<file path="config.mk">
export PLATFORM = sky130hd
export DESIGN_NAME = fp_sqrt
export DESIGN_NICKNAME = d
export VERILOG_FILES = /design/src/rtl/fp_sqrt_pkg.sv /design/src/rtl/isqrt_core.sv /design/src/rtl/fp_sqrt.sv
export SDC_FILE = /design/constraint.sdc
export NUM_CORES = 1
export LEC_CHECK = 0
export BUFFER_PORTS_ARGS = -buffer_cell sky130_fd_sc_hd__buf_2
export CORE_MARGIN = 4
export CORE_UTILIZATION = 63
export CTS_BUF_LIST = sky130_fd_sc_hd__clkbuf_2
export DETAILED_ROUTE_END_ITERATION = 10
export PLACE_DENSITY = 0.83
export REMOVE_ABC_BUFFERS = 1
export SLEW_MARGIN = 15
export SYNTH_ARGS = -nofsm -noshare
export SYNTH_HDL_FRONTEND = slang
export SYNTH_SLANG_ARGS = --single-unit
</file>
<file path="constraint.sdc">
create_clock -name clk -period 5.3 [get_ports clk]
set_input_delay 0.53 -clock clk [delete_from_list [all_inputs] [get_ports clk]]
set_output_delay 0.53 -clock clk [all_outputs]
set_load 0.005 [all_outputs]
</file>
<file path="src/rtl/fp_sqrt_pkg.sv">
// fp_sqrt_pkg
//   Shared constants, FSM state type and the special-operand decoder used by
//   the iterative single-precision square-root unit (fp_sqrt) and its
//   integer-root datapath (isqrt_core).
package fp_sqrt_pkg;

    localparam int          BIAS   = 127;
    localparam logic [31:0] QNAN   = 32'h7FC0_0000;
    localparam logic [31:0] PINF   = 32'h7F80_0000;
    localparam int          ITER   = 25;   // one root bit per iteration
    localparam int          RAD_W  = 50;   // radicand width, two bits consumed per iteration
    localparam int          ROOT_W = 25;   // 1 hidden + 23 fraction + 1 guard

    typedef enum logic [1:0] {
        IDLE = 2'd0,
        LOAD = 2'd1,
        CALC = 2'd2,
        RND  = 2'd3
    } state_e;

    typedef struct packed {
        logic        hit;    // operand bypasses the iterative datapath
        logic [31:0] value;  // final result when hit is set
    } special_t;

    // Classify an operand. Zero/subnormal is tested before the sign so that
    // -0 and negative subnormals come back as -0 rather than NaN.
    function automatic special_t decode_special(input logic [31:0] op);
        special_t r;
        r.hit   = 1'b1;
        r.value = QNAN;
        if ((op[30:23] == 8'hFF) && (op[22:0] != 23'd0)) begin
            r.value = QNAN;
        end else if (op[30:23] == 8'h00) begin
            r.value = {op[31], 31'd0};
        end else if (op[31] == 1'b1) begin
            r.value = QNAN;
        end else if (op[30:23] == 8'hFF) begin
            r.value = PINF;
        end else begin
            r.hit   = 1'b0;
            r.value = 32'd0;
        end
        return r;
    endfunction

endpackage

</file>
<file path="src/rtl/isqrt_core.sv">
// isqrt_core
//   Restoring digit-recurrence integer square root, one root bit per clock.
//   init loads a new radicand and starts ITER iterations; busy stays high
//   until the last iteration has been taken, after which root holds
//   floor(sqrt(radicand)).
// Ports
//   clk       in   rising-edge clock
//   rst       in   asynchronous active-high reset
//   init      in   load radicand and (re)start the recurrence
//   radicand  in   RAD_W-bit unsigned operand
//   root      out  ROOT_W-bit integer root
//   busy      out  high while iterations remain
module isqrt_core
    import fp_sqrt_pkg::*;
(
    input  logic              clk,
    input  logic              rst,
    input  logic              init,
    input  logic [RAD_W-1:0]  radicand,
    output logic [ROOT_W-1:0] root,
    output logic              busy
);

    logic [RAD_W-1:0]  rad_q;
    logic [ROOT_W:0]   rem_q;    // partial remainder never exceeds 2*root
    logic [ROOT_W-1:0] root_q;
    logic [4:0]        cnt_q;
    logic              busy_q;

    logic [ROOT_W+2:0] trial_s;
    logic [ROOT_W+2:0] sub_s;
    logic              take_s;
    logic [ROOT_W:0]   diff_s;

    // Trial subtraction of {root, 01} from the remainder extended by the next radicand pair.
    always_comb begin
        trial_s = {rem_q, rad_q[RAD_W-1 -: 2]};
        sub_s   = {1'b0, root_q, 2'b01};
        take_s  = (trial_s >= sub_s);
        // The true difference fits in the remainder width when taken, so a
        // narrow modular subtraction gives the exact low bits.
        diff_s  = trial_s[ROOT_W:0] - sub_s[ROOT_W:0];
    end

    // Recurrence state: load on init, otherwise advance one bit while busy.
    always_ff @(posedge clk or posedge rst) begin
        if (rst) begin
            rad_q  <= {RAD_W{1'b0}};
            rem_q  <= {(ROOT_W+1){1'b0}};
            root_q <= {ROOT_W{1'b0}};
            cnt_q  <= 5'd0;
            busy_q <= 1'b0;
        end else if (init) begin
            rad_q  <= radicand;
            rem_q  <= {(ROOT_W+1){1'b0}};
            root_q <= {ROOT_W{1'b0}};
            cnt_q  <= 5'd0;
            busy_q <= 1'b1;
        end else if (busy_q) begin
            rad_q  <= {rad_q[RAD_W-3:0], 2'b00};
            rem_q  <= take_s ? diff_s : trial_s[ROOT_W:0];
            root_q <= {root_q[ROOT_W-2:0], take_s};
            cnt_q  <= cnt_q + 5'd1;
            busy_q <= (cnt_q != 5'(ITER - 1));
        end else begin
            busy_q <= 1'b0;
        end
    end

    assign root = root_q;
    assign busy = busy_q;

endmodule

</file>
<file path="src/rtl/fp_sqrt.sv">
// fp_sqrt
//   Sequential IEEE-754 binary32 square root with round-to-nearest.
//   start (level) captures data_i; when start falls the operand is decoded,
//   special operands go straight to RND, normal ones run ITER iterations in
//   isqrt_core. RND writes data_o and pulses done for one cycle.
//   start seen in CALC or RND aborts and recaptures.
// Ports
//   clk     in   rising-edge clock
//   rst     in   asynchronous active-high reset
//   start   in   level-sensitive load request
//   data_i  in   operand {sign, exp[7:0], frac[22:0]}
//   data_o  out  registered result, held until the next RND
//   done    out  one-cycle pulse when data_o is updated
module fp_sqrt
    import fp_sqrt_pkg::*;
#(
    parameter int DATAWIDTH = 32
) (
    input  logic                 clk,
    input  logic                 rst,
    input  logic                 start,
    input  logic [DATAWIDTH-1:0] data_i,
    output logic [DATAWIDTH-1:0] data_o,
    output logic                 done
);

    state_e      state_q;
    logic [31:0] op_q;
    logic        spec_hit_q;
    logic [31:0] spec_val_q;
    logic [7:0]  exp_q;
    logic [31:0] data_q;
    logic        done_q;

    special_t          spec_s;
    logic [8:0]        exp_sum_s;
    logic [7:0]        res_exp_s;
    logic              odd_s;
    logic [RAD_W-1:0]  rad_s;
    logic              init_s;
    logic [ROOT_W-1:0] root_s;
    logic              core_busy_s;
    logic [24:0]       rnd_s;
    logic [22:0]       frac_s;
    logic [7:0]        out_exp_s;

    // Operand decode and radicand alignment from the captured operand.
    always_comb begin
        spec_s    = decode_special(op_q);
        // (E + 127) >> 1 equals floor((E - 127) / 2) + 127; bit 0 of the sum
        // is set exactly when the unbiased exponent is odd.
        exp_sum_s = {1'b0, op_q[30:23]} + 9'(BIAS);
        res_exp_s = exp_sum_s[8:1];
        odd_s     = exp_sum_s[0];
        // Place 1.frac (or 2*1.frac for odd exponents) with 48 fraction bits.
        if (odd_s) begin
            rad_s = {1'b1, op_q[22:0], 26'd0};
        end else begin
            rad_s = {2'b01, op_q[22:0], 25'd0};
        end
        init_s = (state_q == LOAD) && !start && !spec_s.hit;
    end

    isqrt_core u_core (
        .clk      (clk),
        .rst      (rst),
        .init     (init_s),
        .radicand (rad_s),
        .root     (root_s),
        .busy     (core_busy_s)
    );

    // Round to nearest on the guard bit; a carry out renormalises to 1.0 * 2^(exp+1).
    always_comb begin
        rnd_s = {1'b0, root_s[ROOT_W-1:1]} + {24'd0, root_s[0]};
        if (rnd_s[24]) begin
            frac_s    = rnd_s[23:1];
            out_exp_s = exp_q + 8'd1;
        end else begin
            frac_s    = rnd_s[22:0];
            out_exp_s = exp_q;
        end
    end

    // Control FSM with the operand, special-case and result registers.
    always_ff @(posedge clk or posedge rst) begin
        if (rst) begin
            state_q    <= IDLE;
            op_q       <= 32'd0;
            spec_hit_q <= 1'b0;
            spec_val_q <= 32'd0;
            exp_q      <= 8'd0;
            data_q     <= 32'd0;
            done_q     <= 1'b0;
        end else begin
            done_q <= 1'b0;
            case (state_q)
                IDLE: begin
                    if (start) begin
                        op_q    <= data_i;
                        state_q <= LOAD;
                    end else begin
                        state_q <= IDLE;
                    end
                end
                LOAD: begin
                    if (start) begin
                        op_q    <= data_i;
                        state_q <= LOAD;
                    end else if (spec_s.hit) begin
                        spec_hit_q <= 1'b1;
                        spec_val_q <= spec_s.value;
                        state_q    <= RND;
                    end else begin
                        spec_hit_q <= 1'b0;
                        exp_q      <= res_exp_s;
                        state_q    <= CALC;
                    end
                end
                CALC: begin
                    if (start) begin
                        op_q    <= data_i;
                        state_q <= LOAD;
                    end else if (!core_busy_s) begin
                        state_q <= RND;
                    end else begin
                        state_q <= CALC;
                    end
                end
                RND: begin
                    if (start) begin
                        op_q    <= data_i;
                        state_q <= LOAD;
                    end else begin
                        data_q  <= spec_hit_q ? spec_val_q : {1'b0, out_exp_s, frac_s};
                        done_q  <= 1'b1;
                        state_q <= IDLE;
                    end
                end
                default: begin
                    state_q <= IDLE;
                end
            endcase
        end
    end

    assign data_o = data_q;
    assign done   = done_q;

endmodule

</file>
---- Word level (Yosys, flattened, before mapping) ----
Cells that the tools add are included.
word-level totals
  memory bits (read-only) ................. 0
  memories ................................ 0
  bits in latches ......................... 0
  RAM bits ................................ 0
  logic and storage cells ................. 75
  register bits after elaboration ......... 215
operators by class
  shift-type cells ........................ 0
  div/mod/pow operators ................... 0
  multipliers ............................. 0
  mux-type cells .......................... 34
  order comparisons ....................... 1
  add/subtract/negate cells ............... 5
  equality and inequality tests ........... 6
  reductions and logical operators ........ 15
  bitwise logic cells ..................... 2
operators by type and width
  operator               count
  $mux W32               5
  $mux W50               3
  $mux W26               3
  $mux W31               2
  $mux W25               2
  $ge A28 B27 Y1         1
  $sub A26 B26 Y26       1
  $add A24 B1 Y25        1
  $mux W23               1
  $reduce_bool A23 Y1    1
  $mux W1                12
  $mux W5                2
  $add A8 B7 Y9 const B  1
  $add A8 B1 Y8 const B  1
  $eq A8 B8 Y1 const B   1
  $logic_not A8 Y1       1
  $mux W8                1
  $pmux W2 S3            1
  $reduce_and A3 Y1      2
  $add A5 B1 Y5 const B  1
  $ne A5 B5 Y1 const B   1
  $eq A2 B2 Y1 const B   2
  $mux W2                2
  $reduce_and A2 Y1      2
  9 further kinds        13

---- Logic depth before layout (Yosys ltp) ----
Gate-level depths: netlist of run 1.
  depth after elaboration ................. 8
  depth in mapped cells ................... 13
  gate-level depth less buffers ........... 10

---- Hierarchy ----
From an unflattened synthesis of run 1, not the netlist that was laid out.
second synthesis, totals
  cells, all modules ...................... 1047
  area total of the unflattened synthesis .. 10473.8 um^2
by module, submodules not included
  module      instances  area each (um^2)  cells each
  isqrt_core  1          6173.4            643
  fp_sqrt     1          4300.4            404

---- Worst setup path before layout of run 1 ----
Ideal clock, no wire load.
  path kind ............................... reg-to-reg
  start point ............................. register u_core.root_q[16] (netlist: u_core.root[16])
  end point ............................... register u_core.rem_q[23]
  required time ........................... 5.234 ns
  path slack .............................. 2.531 ns
  stages on the path, launching flop included .. 14
  setup time .............................. 0.066 ns
  buffers on the path ..................... 3
  period minus slack after synthesis ...... 2.769 ns
  arrival time ............................ 2.702 ns
  cells stage by stage .................... dfrtp_1 > clkbuf_1 > inv_1 > ha_1 > clkbuf_1 > nand2_1 > nor4_4 > o21ai_1 > a31oi_1 > o21ai_4 > or3_1 > buf_6 > a2111oi_4 > a221o_1
on the way
  word-level cells in the longest chain between the ends .. 4
  elaborated cells on any way between the ends .. 5
ends and longest elaborated chain
  what                                                       line                                RTL
  start, declared                                            isqrt_core.sv:26                    logic [ROOT_W-1:0] root_q;
  start signal, assigned                                     isqrt_core.sv:50                    root_q <= {ROOT_W{1'b0}};
  start signal, assigned                                     isqrt_core.sv:56                    root_q <= {ROOT_W{1'b0}};
  start signal, assigned                                     isqrt_core.sv:62                    root_q <= {root_q[ROOT_W-2:0], take_s};
  $sub A26 B26 Y26 / $ge A28 B27 Y1 (equally long branches)  isqrt_core.sv:42, isqrt_core.sv:39
  $mux W26 *                                                 isqrt_core.sv:61                    rem_q <= take_s ? diff_s : trial_s[ROOT_W:0];
  $mux W26 *                                                 isqrt_core.sv:59                    end else if (busy_q) begin
  $mux W26 *                                                 isqrt_core.sv:53                    end else if (init) begin
  end signal, assigned                                       isqrt_core.sv:49                    rem_q <= {(ROOT_W+1){1'b0}};
  end signal, assigned                                       isqrt_core.sv:55                    rem_q <= {(ROOT_W+1){1'b0}};
  end signal, assigned                                       isqrt_core.sv:61
  end, declared                                              isqrt_core.sv:25                    logic [ROOT_W:0] rem_q;
Mark *: on every way between the ends. The rest lies on a longest branch, timed or not. The select of a mux whose other input is x is not followed.
A chain may end at the register's enable or synchronous reset.

---- Worst setup path after layout of run 1 ----
  start point ............................. register u_core.root_q[15] (netlist: u_core.root[15])
  end point ............................... register u_core.rem_q[17]
The elaborated chain is that of the path after synthesis.

==> results of run 1 <==
==> registers in the layout, summed over array words and instances, names as in the netlist <==
register,count
op_q,32
done,1
u_core.root,25
state_q,2
spec_val_q,3
u_core.rad_q,25
u_core.busy,1
exp_q,8
spec_hit_q,1
u_core.cnt_q,5
data_o,32
u_core.rem_q,26
==> tightest hold or removal path, stage by stage <==
cell and delay, ns:
dlygate4sd3_1 0.55, buf_2 0.15, inv_6 0.31
==> stage by stage <==
| stage | hold slack [ns] | instance area (um2) | util |
|---|---|---|---|
| 2_1_floorplan | 0.460 | 9050 | - |
| 3_3_place_gp | 0.445 | 9680 | 0.669 |
| 3_5_place_dp | 0.454 | 9680 | 0.669 |
| 4_1_cts | 0.257 | 10200 | 0.707 |
| 5_1_grt | 0.296 | 10200 | 0.707 |
| 6_report | 0.324 | 10200 | 0.707 |
==> routing by layer <==
metal | GRT usage | vias to the layer above
li1 | - | 3601
met4 | 0.0914 | 0
met5 | 0 | -
met2 | 0.457 | 192
met1 | 0.339 | 3552
met3 | 0.0466 | 40
==> power by group through the flow <==
stage | combinational, uW | sequential (uW) | clock (uW)
after detailed placement | 4130 | 2350 | 0
after global routing | 4690 | 2420 | 693
after CTS | 4170 | 2320 | 639
after global placement | 4040 | 2330 | 0
after floorplan | 3190 | 2280 | 0
final | 4190 | 2340 | 630
==> area by class of cell <==
class                      instances  area, um2
timing repair buffer             108        728
fill                            1108       4240
clock inverter                    14        130
tap                              184        230
sequential                       161       4030
clock buffer                      17       85.1
inverter                          42        163
multi-input combinational        716       4870
==> kinds of logic (layout without fill, tap and decap cells) <==
group           Yosys count  after routing  synth area share
xor+xnor                 57             57            0.0538
simple gates            288            288             0.153
fa+ha+maj                39             39            0.0526
buf+inv                  96            181            0.0423
flops                   161            161             0.434
mux                      89             89             0.100
compound gates          243            243             0.164
==> cells in the mapped netlist (all sizes together) (3+ instances only) <==
cell type / count
or3: 6
a21o: 10
nor3: 12
xor2: 15
mux2: 32
nor4: 11
buf: 12
o21bai: 5
xnor2: 42
inv: 41
nor2: 85
nand3: 17
o211ai: 11
o21ai: 71
ha: 39
and3: 9
nand2b: 14
nand2: 83
mux2i: 57
nor2b: 25
and4: 5
a21oi: 77
a221o: 5
a31oi: 9
a211oi: 31
and2: 3
or2: 3
nand4: 7
dfrtp: 161
clkbuf: 42
a32o: 3
==> final timing paths <==
path	startpoint	cells after the start	slack, ns	endpoint
setup / recovery	u_core.root[15]$_DFFE_PP0P_	10	1.66	u_core.rem_q[17]$_DFFE_PP0P_
hold / removal	rst	3	0.32	op_q[2]$_DFFE_PP0P_
setup reg to reg	u_core.root[15]$_DFFE_PP0P_	10	1.66	u_core.rem_q[17]$_DFFE_PP0P_
hold reg to reg	data_o[2]$_DFFE_PP0P_	2	0.50	data_o[2]$_DFFE_PP0P_
max in group asynchronous	rst	4	3.67	u_core.root[19]$_DFFE_PP0P_
min in group clk	data_o[2]$_DFFE_PP0P_	2	0.50	data_o[2]$_DFFE_PP0P_
==> metrics.yaml, run 1 <==
critical_path:
  worst-setup-path-type: "register to register"
  path_delay_family: "compound AO/OA/AOI/OAI gates"
  critPathBufInv: 1
  required_ns: 5.96
  crit_path_top_delay_cell: "o21ai_4"
  worstPathArrival_ns: 4.30
  max_stage_delay_ns: 0.76
  crit_chain: "inv_1 -> ha_1 -> a211oi_1 -> o21ai_1 -> o31a_1 -> or3b_4 -> o21ai_4 -> or3_1 -> nor2_1 -> a221o_1"
  critPathMaxFanout: 34
  end_kind: "register"
  cp-start-kind: "register"
detailed_routing:
  avgRoutedWirePerCell_um: 17.0
  first_pass_iters: 5
  antenna_left: 0
  drt_iter0_markers: 511
  route.detailed.drc: 0
  wl_met2_mm: 10.4
  finalWirelength_mm: 21.1
  via_per_inst: 5.95
  highest_layer: "met4"
  via_count: 7385
  routedLengthMet1_mm: 9.29
  wl_met3_um: 933
cells_and_area:
  layoutNonFillerInstCount: 1242
  antenna_cells: 0
  drive_gt1_frac: 0.148
  final_cell_mix: "dfrtp_1 (160), nor2_1 (84), nand2_1 (83)"
  layout_commonest_cell: "dfrtp_1"
  fin_nets: 1120
  syn2layout_area_growth_pct: 10.3
grt:
  track_usage: 0.265
  grt-ovfl-total: 0
  grt_pass1_vias: 7175
  antenna_found_initial: 0
  grt_max_degree: 77
  grt_first_pass_wirelength_mm: 35.2
placed_design:
  io_buffers: 67
  dp.cells: 1177
  gp_congestion: 0.926
  hpwl_mm: 14.9
  pre_cts_ws_ns: 1.73
timing:
  tns_ns: 0
  hold_viol_final: 0
  setup_viol: 0
  max_freq_ghz: 0.275
  slew_headroom: 0.249
  worst_pin_slew_ns: 1.12
  timing.final.crit_share: 0.686
  fin_ws_ns: 1.66
  final.min_clock_period_ns: 3.64
  rsz0062_at_grt: "no"
  drv_slew: 0
  skew_ns: 0.0429
power_and_ir_drop:
  swShare: 0.467
  pwr-share-seq: 0.327
  pwr-share-comb: 0.585
  ir_worst_vdd_mv: 0.296
  p_leak_uw: 0.00480
  p_clk_frac: 0.088
  internal_power_uw: 3810
  powerDensity_mw_per_mm2: 699
  p_total_uw: 7160
  switching_power_uw: 3350
floorplanning:
  dieArea_mm2: 0.0167
  io_pins: 68
  die_x_um: 129
  start_util: 0.641
  coreArea_mm2: 0.0145
  die-height_um: 129
  rows: 44
synth:
  synth_top_area_share: 0.434
  synth_edf_count: 0
  synthFlopType: "dfrtp_1"
  ys_types: 66
  synth_area_leaders: "dfrtp_1 (43%), mux2i_1 (6.1%), ha_1 (5.3%)"
  yosysSeqAreaShare: 0.434
  avgSynthCellArea_um2: 9.54
  async_flop_share: 1.00
  ys_ff_latch: 161
  syn_inst: 973
  synth.largest_area_cell: "dfrtp_1"
  syn_area_mm2: 0.00928
  yosys_warnings: 0
clock_network:
  cts_tree: "yes"
  clkTransAtPathRegs_ns: 0.24
  cts_root_buf: "clkbuf_2"
  cts_setup_buffers: 0
  h-tree-depth: 4
  clockBufferDepth: 2
  postCtsHoldBufs: 34
  clock_latency_ns: 0.76
  clock-sinks: 161
  post_cts_resized: 0
  cts_buffers: 17
worst_hold_path:
  hold_class: "input pin to asynchronous set/reset pin"
job:
  drv_cap: 0
outcome:
  status: "finished, final reports clean"
No activity file was read; power rests on OpenSTA's default activity.
==> inputs of run 2 (changes only) <==
CORE_UTILIZATION = 57   (was 63)
PLACE_DENSITY = 0.79   (was 0.83)
clock period = 3 ns   (was 5.3 ns; I/O delays follow)
==> run 2 against run 1 <==
- non-clock buffer count grew 28
- routed wire length is 3.3% higher
- combinational power up 89%
- die area is 9.9% higher
- critical path depth is 1 higher
- clock skew decreased by 0.017 ns
- worst setup slack got worse by 1.6 ns
- largest power group unchanged
==> metrics.yaml, run 2 (same netlist as run 1, synthesis figures left out) <==
outcome:
  status: "finished, final reports clean"  # unchanged
cells_and_area:
  finalCoreUtilization: 0.664  # was 0.707
  layout_commonest_cell: "dfrtp_1"  # unchanged
  fin_nets: 1148  # was 1,120
  final_cell_mix: "dfrtp_1 (160), nor2_1 (83), nand2_1 (83)"  # was dfrtp_1 (160), nor2_1 (84), nand2_1 (83)
  syn2layout_area_growth_pct: 14.1  # was 10.3%
  drive_gt1_frac: 0.174  # was 0.148
grt:
  use_met3: 0.0449  # was 0.0466
  grt_first_pass_wirelength_mm: 36.3  # was 35.2 mm
  grt_pass1_vias: 7229  # was 7,175
  grt_max_degree: 76  # was 77
  met2_usage: 0.410  # was 0.457
  track_usage: 0.247  # was 0.265
  use_met1: 0.335  # was 0.339
  antenna_found_initial: 1  # was 0
  grt-ovfl-total: 0  # unchanged
  top_usage_layer: "met2"  # unchanged
critical_path:
  timing.rr.end: "u_core.rem_q[7]$_DFFE_PP0P_"  # was u_core.rem_q[17]$_DFFE_PP0P_
  crit_path_end: "u_core.rem_q[7]$_DFFE_PP0P_"  # was u_core.rem_q[17]$_DFFE_PP0P_
  rr_worst_depth: 11  # was 10
  r2r_start: "u_core.root[13]$_DFFE_PP0P_"  # was u_core.root[15]$_DFFE_PP0P_
  required_ns: 3.67  # was 5.96 ns
  cp-start-kind: "register"  # unchanged
  critPathMaxFanout: 14  # was 34
  path_delay_family: "compound AO/OA/AOI/OAI gates"  # unchanged
  r2r_setup_slack_ns: 0.11  # was 1.66 ns
  end_kind: "register"  # unchanged
  crit_path_top_delay_cell: "dfrtp_1"  # was o21ai_4
  worst-setup-path-type: "register to register"  # unchanged
  crit_chain: "inv_1 -> ha_1 -> a21oi_1 -> o21ai_1 -> o31a_1 -> or3b_4 -> o21ai_4 -> buf_6 -> nand2b_1 -> o22ai_1 -> nor2_1"  # was inv_1 -> ha_1 -> a211oi_1 -> o21ai_1 -> o31a_1 -> or3b_4 -> o21ai_4 -> or3_1 -> nor2_1 -> a221o_1
  max_stage_delay_ns: 0.45  # was 0.76 ns
  worstPathArrival_ns: 3.56  # was 4.30 ns
  cp-startpoint: "u_core.root[13]$_DFFE_PP0P_"  # was u_core.root[15]$_DFFE_PP0P_
  cp.depth: 11  # was 10
  critPathBufInv: 2  # was 1
clock_network:
  clockBufferDepth: 2  # unchanged
  h-tree-depth: 4  # unchanged
  cts_root_buf: "clkbuf_2"  # unchanged
  clkTransAtPathRegs_ns: 0.26  # was 0.24 ns
  cts_tree: "yes"  # unchanged
  clock_latency_ns: 0.74  # was 0.76 ns
  clock-sinks: 161  # unchanged
  cts_buffers: 17  # unchanged
  cts_setup_buffers: 0  # unchanged
power_and_ir_drop:
  ir_worst_vdd_mv: 0.598  # was 0.296 mV
  powerDensity_mw_per_mm2: 1240  # was 699 mW/mm2
  p_leak_uw: 0.00499  # was 0.00480 uW
  p_clk_frac: 0.096  # was 0.088
  switching_power_uw: 6040  # was 3350 uW
  pwr-share-comb: 0.604  # was 0.585
  pwr-share-seq: 0.301  # was 0.327
  internal_power_uw: 7120  # was 3810 uW
  swShare: 0.459  # was 0.467
floorplanning:
  die_x_um: 136  # was 129 um
  dieArea_mm2: 0.0184  # was 0.0167 mm2
  rows: 46  # was 44
  die-height_um: 136  # was 129 um
  start_util: 0.582  # was 0.641
  coreArea_mm2: 0.0159  # was 0.0145 mm2
  io_pins: 68  # unchanged
timing:
  final.min_clock_period_ns: 2.89  # was 3.64 ns
  slew_headroom: 0.554  # was 0.249
  timing.final.crit_share: 0.963  # was 0.686
  fin_ws_ns: 0.112  # was 1.66 ns
  setup_viol: 0  # unchanged
  max_freq_ghz: 0.346  # was 0.275 GHz
  worst_pin_slew_ns: 0.670  # was 1.12 ns
  hold_viol_final: 0  # unchanged
  skew_ns: 0.0257  # was 0.0429 ns
  drv_slew: 0  # unchanged
  rsz0062_at_grt: "no"  # unchanged
detailed_routing:
  antenna_left: 0  # unchanged
  via_count: 7459  # was 7,385
  first_pass_iters: 5  # unchanged
  drt_iter0_markers: 616  # was 511
  avgRoutedWirePerCell_um: 16.7  # was 17.0 um
  finalWirelength_mm: 21.8  # was 21.1 mm
  via_per_inst: 5.72  # was 5.95
  route.detailed.drc: 0  # unchanged
job:
  drv_cap: 0  # unchanged
placed_design:
  io_buffers: 67  # unchanged
  gp_congestion: 0.905  # was 0.926
  hpwl_mm: 15.7  # was 14.9 mm
  pre_cts_ws_ns: 0.101  # was 1.73 ns
worst_hold_path:
  hold_class: "input pin to asynchronous set/reset pin"  # unchanged
[run 2: cell type report]
| class | instances | area (um2) |
|---|---|---|
| clock inverters | 15 | 173 |
| multi-input cells | 716 | 4880 |
| flip-flops and latches | 161 | 4030 |
| inverters | 42 | 163 |
| clock buffers | 17 | 85.1 |
| repair buffers | 136 | 975 |
| fillers | 1276 | 5360 |
| diodes | 2 | 5.00 |
| well taps | 216 | 270 |
[run 2: through the flow]
step / hold slack (ns) / power, uW / setup TNS [ns] / instance area (um2) / instances
4_1_cts: 0.145 / 13000 / 0 / 10600 / 1303
3_5_place_dp: 0.454 / 11700 / 0 / 9960 / 1237
2_1_floorplan: 0.366 / 9660 / -273.34 / 9050 / 919
5_1_grt: 0.142 / 14300 / 0 / 10600 / 1305
3_3_place_gp: 0.446 / 11500 / 0 / 9960 / 1237
6_report: 0.172 / 13200 / 0 / 10600 / 1305
[run 2: how the worst min path moves through the flow]
| stage | from | end | slack, ns | depth (start not counted) |
|---|---|---|---|---|
| after global routing | rst | u_core.busy$_DFF_PP0_ | 0.14 | 3 |
| final | rst | u_core.busy$_DFF_PP0_ | 0.17 | 3 |
| after CTS | rst | u_core.cnt_q[3]$_DFFE_PP0P_ | 0.14 | 3 |
| after global placement | data_o[8]$_DFFE_PP0P_ | data_o[8]$_DFFE_PP0P_ | 0.45 | 2 |
| after floorplan | start | state_q[1]$_DFF_PP0_ | 0.37 | 1 |
| after detailed placement | data_o[2]$_DFFE_PP0P_ | data_o[2]$_DFFE_PP0P_ | 0.45 | 2 |
[run 2: repair_timing]
item                                   CTS  global route
resized for setup                        0             7
endpoints found under the hold margin  107             0
setup endpoints to repair                0            23
hold buffers                            34             0
[run 2: power groups by stage]
stage / Clock [uW] / Combinational (uW) / Sequential, uW
6_report: 1260 / 7940 / 3960
3_3_place_gp: 0 / 7590 / 3960
2_1_floorplan: 0 / 5640 / 4020
4_1_cts: 1280 / 7810 / 3940
3_5_place_dp: 0 / 7720 / 3990
5_1_grt: 1370 / 8840 / 4090
[run 2: layer usage]
layer	up-vias	share of wire
met4	0	0.018
met3	28	0.045
met5	-	0
met2	189	0.48
met1	3584	0.45
li1	3658	-
[run 2: worst register-to-register path, stage by stage (launching register included)]
cell and delay, ns:
dfrtp_1 0.45, inv_1 0.10, ha_1 0.37, a21oi_1 0.24, o21ai_1 0.11, o31a_1 0.30, or3b_4 0.41, o21ai_4 0.23
buf_6 0.19, nand2b_1 0.19, o22ai_1 0.13, nor2_1 0.13
